[config.mk]
export PLATFORM = sky130hd
export DESIGN_NAME = agu_issue_arbiter
export DESIGN_NICKNAME = d
export VERILOG_FILES = /design/src/rtl/agu_issue_arbiter.sv
export SDC_FILE = /design/constraint.sdc
export NUM_CORES = 1
export LEC_CHECK = 0
export ABC_AREA = 0
export ABC_CLOCK_PERIOD_IN_PS = 3800
export CAP_MARGIN = 25
export CORE_MARGIN = 3
export CORE_UTILIZATION = 40
export DETAILED_ROUTE_END_ITERATION = 6
export PLACE_DENSITY = 0.81
export REMOVE_ABC_BUFFERS = 1
export SKIP_CTS_REPAIR_TIMING = 1
export SYNTH_ARGS = -nofsm -noshare
export SYNTH_HDL_FRONTEND = slang
export SYNTH_SLANG_ARGS = --single-unit
[constraint.sdc]
create_clock -name clk -period 3.8 [get_ports clk]
set_input_delay 0.38 -clock clk [delete_from_list [all_inputs] [get_ports clk]]
set_output_delay 0.38 -clock clk [all_outputs]
set_load 0.05 [all_outputs]
[src/rtl/agu_issue_arbiter.sv]
// ============================================================================
// agu_issue_arbiter : oldest-first load/store arbiter feeding the AGU issue slot
// Revision 1.0
// ============================================================================
`default_nettype none

module agu_issue_arbiter #(
  parameter int ROB_TAG_W    = 6,
  parameter int PAYLOAD_W    = 96,
  parameter int STARVE_LIMIT = 4
) (
  input  logic                 clk,
  input  logic                 rst,
  input  logic                 ld_valid_i,
  input  logic [ROB_TAG_W-1:0] ld_tag_i,
  input  logic                 ld_ni_i,
  input  logic [PAYLOAD_W-1:0] ld_payload_i,
  output logic                 ld_grant_o,
  input  logic                 st_valid_i,
  input  logic [ROB_TAG_W-1:0] st_tag_i,
  input  logic                 st_ni_i,
  input  logic [PAYLOAD_W-1:0] st_payload_i,
  output logic                 st_grant_o,
  input  logic                 stall_i,
  input  logic                 flush_valid_i,
  input  logic [ROB_TAG_W-1:0] flush_tag_i,
  input  logic                 replay_cancel_i,
  input  logic                 ni_done_i,
  output logic                 issue_valid_o,
  output logic                 issue_is_store_o,
  output logic [ROB_TAG_W-1:0] issue_tag_o,
  output logic [PAYLOAD_W-1:0] issue_payload_o,
  output logic                 ni_busy_o
);

  localparam int                 c_cnt_w = $clog2(STARVE_LIMIT + 1);
  localparam logic [c_cnt_w-1:0] c_limit = c_cnt_w'(STARVE_LIMIT);
  localparam logic [c_cnt_w-1:0] c_one   = c_cnt_w'(1);

  typedef enum logic [0:0] {
    IDLE    = 1'b0,
    NI_WAIT = 1'b1
  } state_e;

  // Wrap-bit age compare; equal tags are never "older".
  function automatic logic older(input logic [ROB_TAG_W-1:0] a,
                                 input logic [ROB_TAG_W-1:0] b);
    if (a[ROB_TAG_W-1] == b[ROB_TAG_W-1])
      return a[ROB_TAG_W-2:0] < b[ROB_TAG_W-2:0];
    else
      return a[ROB_TAG_W-2:0] > b[ROB_TAG_W-2:0];
  endfunction

  state_e               state_q;
  logic [ROB_TAG_W-1:0] ni_tag_q;
  logic                 ni_busy_q;
  logic [c_cnt_w-1:0]   ld_cnt_q, ld_cnt_d;
  logic [c_cnt_w-1:0]   st_cnt_q, st_cnt_d;
  logic                 issue_valid_q, issue_valid_d;
  logic                 issue_is_store_q, issue_is_store_d;
  logic [ROB_TAG_W-1:0] issue_tag_q, issue_tag_d;
  logic [PAYLOAD_W-1:0] issue_payload_q, issue_payload_d;

  logic w_ld_killed, w_st_killed, w_slot_killed, w_ni_killed;
  logic w_gate, w_ld_elig, w_st_elig, w_pick_store, w_gnt_any, w_gnt_ni;
  logic [ROB_TAG_W-1:0] w_gnt_tag;

  assign w_ld_killed   = flush_valid_i && older(flush_tag_i, ld_tag_i);
  assign w_st_killed   = flush_valid_i && older(flush_tag_i, st_tag_i);
  assign w_slot_killed = flush_valid_i && older(flush_tag_i, issue_tag_q);
  assign w_ni_killed   = flush_valid_i && older(flush_tag_i, ni_tag_q);

  assign w_gate    = !stall_i && !replay_cancel_i && (state_q == IDLE);
  assign w_ld_elig = ld_valid_i && !w_ld_killed && w_gate;
  assign w_st_elig = st_valid_i && !w_st_killed && w_gate;

  // Starved requester overrides age; age ties go to the load.
  always_comb begin
    w_pick_store = w_st_elig;
    if (w_ld_elig && w_st_elig) begin
      if (ld_cnt_q == c_limit)      w_pick_store = 1'b0;
      else if (st_cnt_q == c_limit) w_pick_store = 1'b1;
      else                          w_pick_store = older(st_tag_i, ld_tag_i);
    end
  end

  assign ld_grant_o = w_ld_elig && !w_pick_store;
  assign st_grant_o = w_st_elig && w_pick_store;
  assign w_gnt_any  = ld_grant_o || st_grant_o;
  assign w_gnt_ni   = st_grant_o ? st_ni_i  : ld_ni_i;
  assign w_gnt_tag  = st_grant_o ? st_tag_i : ld_tag_i;

  always_comb begin
    ld_cnt_d = ld_cnt_q;
    st_cnt_d = st_cnt_q;
    if (state_q == IDLE) begin
      if (!ld_valid_i || ld_grant_o)              ld_cnt_d = '0;
      else if (w_ld_elig && ld_cnt_q != c_limit)  ld_cnt_d = ld_cnt_q + c_one;
      if (!st_valid_i || st_grant_o)              st_cnt_d = '0;
      else if (w_st_elig && st_cnt_q != c_limit)  st_cnt_d = st_cnt_q + c_one;
    end
  end

  always_comb begin
    issue_valid_d    = issue_valid_q;
    issue_is_store_d = issue_is_store_q;
    issue_tag_d      = issue_tag_q;
    issue_payload_d  = issue_payload_q;
    if (stall_i) begin
      if (w_slot_killed) issue_valid_d = 1'b0;
    end else if (replay_cancel_i) begin
      issue_valid_d    = 1'b0;
      issue_is_store_d = 1'b0;
      issue_tag_d      = '0;
      issue_payload_d  = '0;
    end else if (w_gnt_any) begin
      issue_valid_d    = 1'b1;
      issue_is_store_d = st_grant_o;
      issue_tag_d      = w_gnt_tag;
      issue_payload_d  = st_grant_o ? st_payload_i : ld_payload_i;
    end else begin
      issue_valid_d    = 1'b0;
    end
  end

  always_ff @(posedge clk) begin
    if (rst) begin
      state_q   <= IDLE;
      ni_tag_q  <= '0;
      ni_busy_q <= 1'b0;
    end else begin
      case (state_q)
        IDLE: begin
          if (w_gnt_any && w_gnt_ni) begin
            state_q   <= NI_WAIT;
            ni_tag_q  <= w_gnt_tag;
            ni_busy_q <= 1'b1;
          end
        end
        NI_WAIT: begin
          if (ni_done_i || w_ni_killed) begin
            state_q   <= IDLE;
            ni_busy_q <= 1'b0;
          end
        end
        default: begin
          state_q   <= IDLE;
          ni_busy_q <= 1'b0;
        end
      endcase
    end
  end

  always_ff @(posedge clk) begin
    if (rst) begin
      ld_cnt_q         <= '0;
      st_cnt_q         <= '0;
      issue_valid_q    <= 1'b0;
      issue_is_store_q <= 1'b0;
      issue_tag_q      <= '0;
      issue_payload_q  <= '0;
    end else begin
      ld_cnt_q         <= ld_cnt_d;
      st_cnt_q         <= st_cnt_d;
      issue_valid_q    <= issue_valid_d;
      issue_is_store_q <= issue_is_store_d;
      issue_tag_q      <= issue_tag_d;
      issue_payload_q  <= issue_payload_d;
    end
  end

  assign issue_valid_o    = issue_valid_q;
  assign issue_is_store_o = issue_is_store_q;
  assign issue_tag_o      = issue_tag_q;
  assign issue_payload_o  = issue_payload_q;
  assign ni_busy_o        = ni_busy_q;

endmodule

`default_nettype wire
* After elaboration in Yosys (flattened, before gate mapping)
Index checks and enable logic that the tools add are counted.
Operators by class: add/sub/neg operators 2, $lt $le $gt $ge 10, eq/ne operators 12, mux-type cells 31, bitwise logic cells 2, reduce and logical (&&, ||, !) cells 35
Operators with widths (count):
- 2-to-1 mux 96 bit | 3
- greater-than comparator 5 bit | 5
- < comparator 5 bit | 5
- 2-to-1 mux 1 bit | 19
- 2-to-1 mux 6 bit | 3
- logical AND 1 bit | 16
- 2-to-1 mux 3 bit | 4
- AND reduction 2 bit | 5
- logical NOT 1 bit | 7
- adder 3 x 1 -> 3 bit (second input constant) | 2
- == test 3 bit (second input constant) | 2
- != test 2 x 1 -> 1 bit (second input constant) | 3
- != test 3 bit (second input constant) | 2
- nonzero test 2 bit | 3
- == test 1 bit | 5
- logical OR 1 bit | 4
- case mux 1 bit (2 select lines) | 2
- inverter 1 bit | 2
Storage, ports and cells: register bits after elaboration 118, bits of input ports 220, output and inout port bits 107, logic and storage cells 101

* Depth between registers and ports, before layout
word-level depth 14, gate-level depth with buffers 13, gate-level depth less buffers 10

* Worst setup path after synthesis
OpenSTA, ideal clock, no wires.
kind input port to flip-flop, start input st_tag_i[4], end register ni_tag_q[5], setup time 58 ps, arrival 2754 ps, required time 3742 ps, path slack 988 ps, cell stages on the path 10, path buffers 1, cells stage by stage inv_1 ha_1 and3_1 and3_1 a211o_1 o311a_1 buf_2 a21oi_2 a22o_1 o221a_2
On the way: word-level cells in the longest chain between the ends 13, elaborated cells on any way between the ends 22, those cells by class order compare: 4; mux: 7; reduce/logical: 11
Ends and longest elaborated chain:
- from (decl) | RTL line 20 | input logic [ROB_TAG_W-1:0] st_tag_i,
- greater-than comparator 5 bit / < comparator 5 bit (equally long branches) | RTL line 51, 49
- 2-to-1 mux 1 bit | RTL line 48 | if (a[ROB_TAG_W-1] == b[ROB_TAG_W-1])
- logical AND 1 bit | RTL line 69 | assign w_st_killed = flush_valid_i && older(flush_tag_i, st_tag_i);
- logical NOT 1 bit | RTL line 75 | assign w_st_elig = st_valid_i && !w_st_killed && w_gate;
- logical AND 1 bit (2 in series) | RTL line 75
- logical AND 1 bit | RTL line 80 | if (w_ld_elig && w_st_elig) begin
- 2-to-1 mux 1 bit * | RTL line 80
- logical NOT 1 bit * | RTL line 87 | assign ld_grant_o = w_ld_elig && !w_pick_store;
- logical AND 1 bit * | RTL line 87
- net ld_grant_o | RTL line 18 | output logic ld_grant_o,
- logical OR 1 bit * | RTL line 89 | assign w_gnt_any = ld_grant_o || st_grant_o;
- logical AND 1 bit * | RTL line 134 | if (w_gnt_any && w_gnt_ni) begin
- AND reduction 2 bit (no line) *
- to (signal assigned) | RTL line 136 | ni_tag_q <= w_gnt_tag;
- to (decl) | RTL line 55 | logic [ROB_TAG_W-1:0] ni_tag_q;
Mark *: on every way through the listed nets, which the timed path passes. The rest lies on a longest branch. A chain may end at the register's enable or synchronous reset.

* Worst setup path after layout
start input st_tag_i[1], end output st_grant_o
On the way: word-level cells in the longest chain between the ends 9, elaborated cells on any way between the ends 15, those cells by class order compare: 4; mux: 5; reduce/logical: 6
Ends and longest elaborated chain:
- greater-than comparator 5 bit / < comparator 5 bit (equally long branches) | RTL line 51, 49
- 2-to-1 mux 1 bit | RTL line 48
- logical AND 1 bit | RTL line 69
- logical NOT 1 bit | RTL line 75
- logical AND 1 bit (2 in series) | RTL line 75
- logical AND 1 bit | RTL line 80
- 2-to-1 mux 1 bit | RTL line 80
- logical AND 1 bit * | RTL line 88 | assign st_grant_o = w_st_elig && w_pick_store;
- to (decl) | RTL line 23 | output logic st_grant_o,
Mark *: on every way between the ends. The rest lies on a longest branch, timed or not.

==> impl_metrics.tcl <==
set metrics [dict create \
    ant_nets 0 \
    synth_top_area_share 0.411 \
    start_util 0.412 \
    period_minus_slack_ps 3280 \
    finClkSkew_ps 7.01 \
    routed_via_density 5.03 \
    yosys.area.top_type "dfxtp_1" \
    overflow 0 \
    max_freq_mhz 305 \
    hold_viol_final 0 \
    drc 0 \
    die_w_um 126 \
    slew-limit-headroom 0.604 \
    drtIter0Drc 215 \
    grt_use_met1 0.272 \
    synthCells 628 \
    setup_viol 0 \
    yosysWarnings 0 \
    crit_required_ps 3420 \
    r2r_cells 9 \
    end_kind "primary output" \
    cts-root-buf "clkbuf_16" \
    wl_um 19800 \
    worstMarginPinSlew_ps 592 \
    place_inst 1105 \
    die_area_sq_um 15800 \
    vias 5722 \
    hp-class "reg -> reg" \
    row_count 43 \
    gp_congestion 0.866 \
    worstHoldStart "issue_payload_o[11]" \
    arrival_ps 2900 \
    synth_area_sq_um 5740 \
    core_area_sq_um 13900 \
    post-dp-hpwl_um 15100 \
    grt_pass1_vias 5748 \
    grt.met2_usage 0.419 \
    cts_tree "built" \
    ys_seq_area_frac 0.411 \
    power.density_nw_per_um2 396 \
    worstSetupStartpointType "input port" \
    dr.pass1.iters 4 \
    path_max_fanout 8 \
    critPathCapture "st_grant_o" \
    r2r_slack_ps 1380 \
    rsz0062_at_grt "false" \
    startpoint "st_tag_i[1]" \
    worstSkewPairLatency_ps 400 \
    outcome "finished clean" \
    r2r_start "st_cnt_q[0]" \
    vdd.ir_drop.worst_uv 341 \
    groute.usage.overall 0.246 \
    clockBufferDepth 2 \
    port_buffers 326 \
    instances_no_fill 1137 \
    synth.avg_cell_area_sq_um 9.14 \
    post_drt_wl_per_cell_um 17.4 \
    area_delta_synth_final_pct 69.5 \
    dieHeight_um 126 \
    ys_top_cells_by_area "dfxtp_1 41%, mux2i_1 18%, nand2_1 7.2%" \
    synth.distinct_cells 53 \
    numCtsBuffers 17 \
    synth_edf_count 0 \
    final_cell_mix "324 x clkdlybuf4s50_1, 118 x dfxtp_1, 110 x nand2_1" \
    use_met3 0.109 \
    worstSetupPathType "in -> out" \
    insertedDiodeCount 0 \
    final_common_cell "clkdlybuf4s50_1" \
    clk_pin_slew_ps 50 \
    nNetsFinal 1193 \
    drv_slew 0 \
    p_total_mw 3.86 \
    num_io_pins 327 \
    antenna_found_initial 1 \
    whs_ps 443 \
    top_usage_layer "met2" \
    synthArstFlopShare 0 \
    h-tree-depth 4 \
    fin_util 0.698 \
    finalCritPeriodShare 0.864 \
    maxCapViolations 0 \
    ys_dominant_reg_cell "dfxtp_1" \
    yosys_register_bits 118 \
    leakage_nw 4.32 \
    drive_above_1_share 0.0606 \
    grt_pass1_wl_um 30600 \
    grt_max_degree 105 \
    reg2reg_to "ni_tag_q[2]" \
    clock_sinks 118 \
]
## stage by stage
step | setup TNS (ps) | worst slack [ps] | area [sq um]
after detailed placement | 0 | 367 | 9160
after global routing | 0 | 308 | 9730
after floorplan | -86450 | -1590 | 5520
after global placement | 0 | 444 | 9160
after CTS | 0 | 528 | 9730
final | 0 | 518 | 9730
## power breakdown
part / total (mW) / switching (mW) / internal (mW)
combinational: 0.951 / 0.508 / 0.444
sequential: 1.35 / 0.0392 / 1.31
clock: 1.55 / 0.547 / 1.01
## how the worst min path moves through the flow
| stage | to | cells after the start |
|---|---|---|
| 3_3_place_gp | issue_payload_o[69] | 2 |
| 4_1_cts | issue_payload_o[64] | 2 |
| 5_1_grt | issue_payload_o[15] | 2 |
| 6_report | issue_payload_o[11] | 2 |
| 3_5_place_dp | issue_payload_o[65] | 2 |
| 2_1_floorplan | st_cnt_q[2] | 1 |
## cell usage after synthesis, drive strengths merged (3+ instances only)
cell / instances
inv: 32
and3: 3
a21oi: 13
dfxtp: 118
buf: 25
mux2i: 105
and2: 3
ha: 29
o21ai: 110
nor3: 3
xor2: 3
nand2: 110
clkbuf: 13
xnor2: 4
nor2b: 4
a21o: 3
a31oi: 7
nand3: 5
o221a: 6
nor2: 5
## state kept, by name (all words and copies together) (netlist names)
register,count
issue_is_store_o,1
ni_busy_o,1
issue_tag_o,6
issue_payload_o,96
issue_valid_o,1
state_q,1
ni_tag_q,6
st_cnt_q,3
ld_cnt_q,3
## cells by family (layout without fill, tap and decap cells)
logic type | after synthesis | in the layout | share of synthesized area
AOI/OAI and AO/OA | 157 | 157 | 0.166
and+or+nand+nor | 140 | 140 | 0.102
DFF | 118 | 118 | 0.411
muxes | 107 | 107 | 0.187
buffers and inverters | 70 | 399 | 0.0599
adders and majority gates | 29 | 29 | 0.0632
xor gates and xnor gates | 7 | 7 | 0.0107
## routing by layer
| layer | share of wire | wire length [um] |
|---|---|---|
| met1 | 0.39 | 7730 |
| met2 | 0.50 | 9790 |
| met3 | 0.089 | 1760 |
| met4 | 0.024 | 484 |
| met5 | 0.00066 | 13 |
## layout make-up
class	instances	area, sq um
well taps	180	225
repair buffers	335	3410
inverters	32	120
clock inverters	10	103
multi-input cells	440	3040
clock buffers	22	474
fillers	1121	4200
flip-flops and latches	118	2360
## critical path: stages
cell	delay [ps]
clkdlybuf4s50_1	570
inv_1	70
ha_1	300
nor2b_1	130
o21ai_0	240
nand2_1	120
o311a_1	500
o21ai_4	240
inv_2	170
buf_12	190
(Power assumes the default switching activity.)
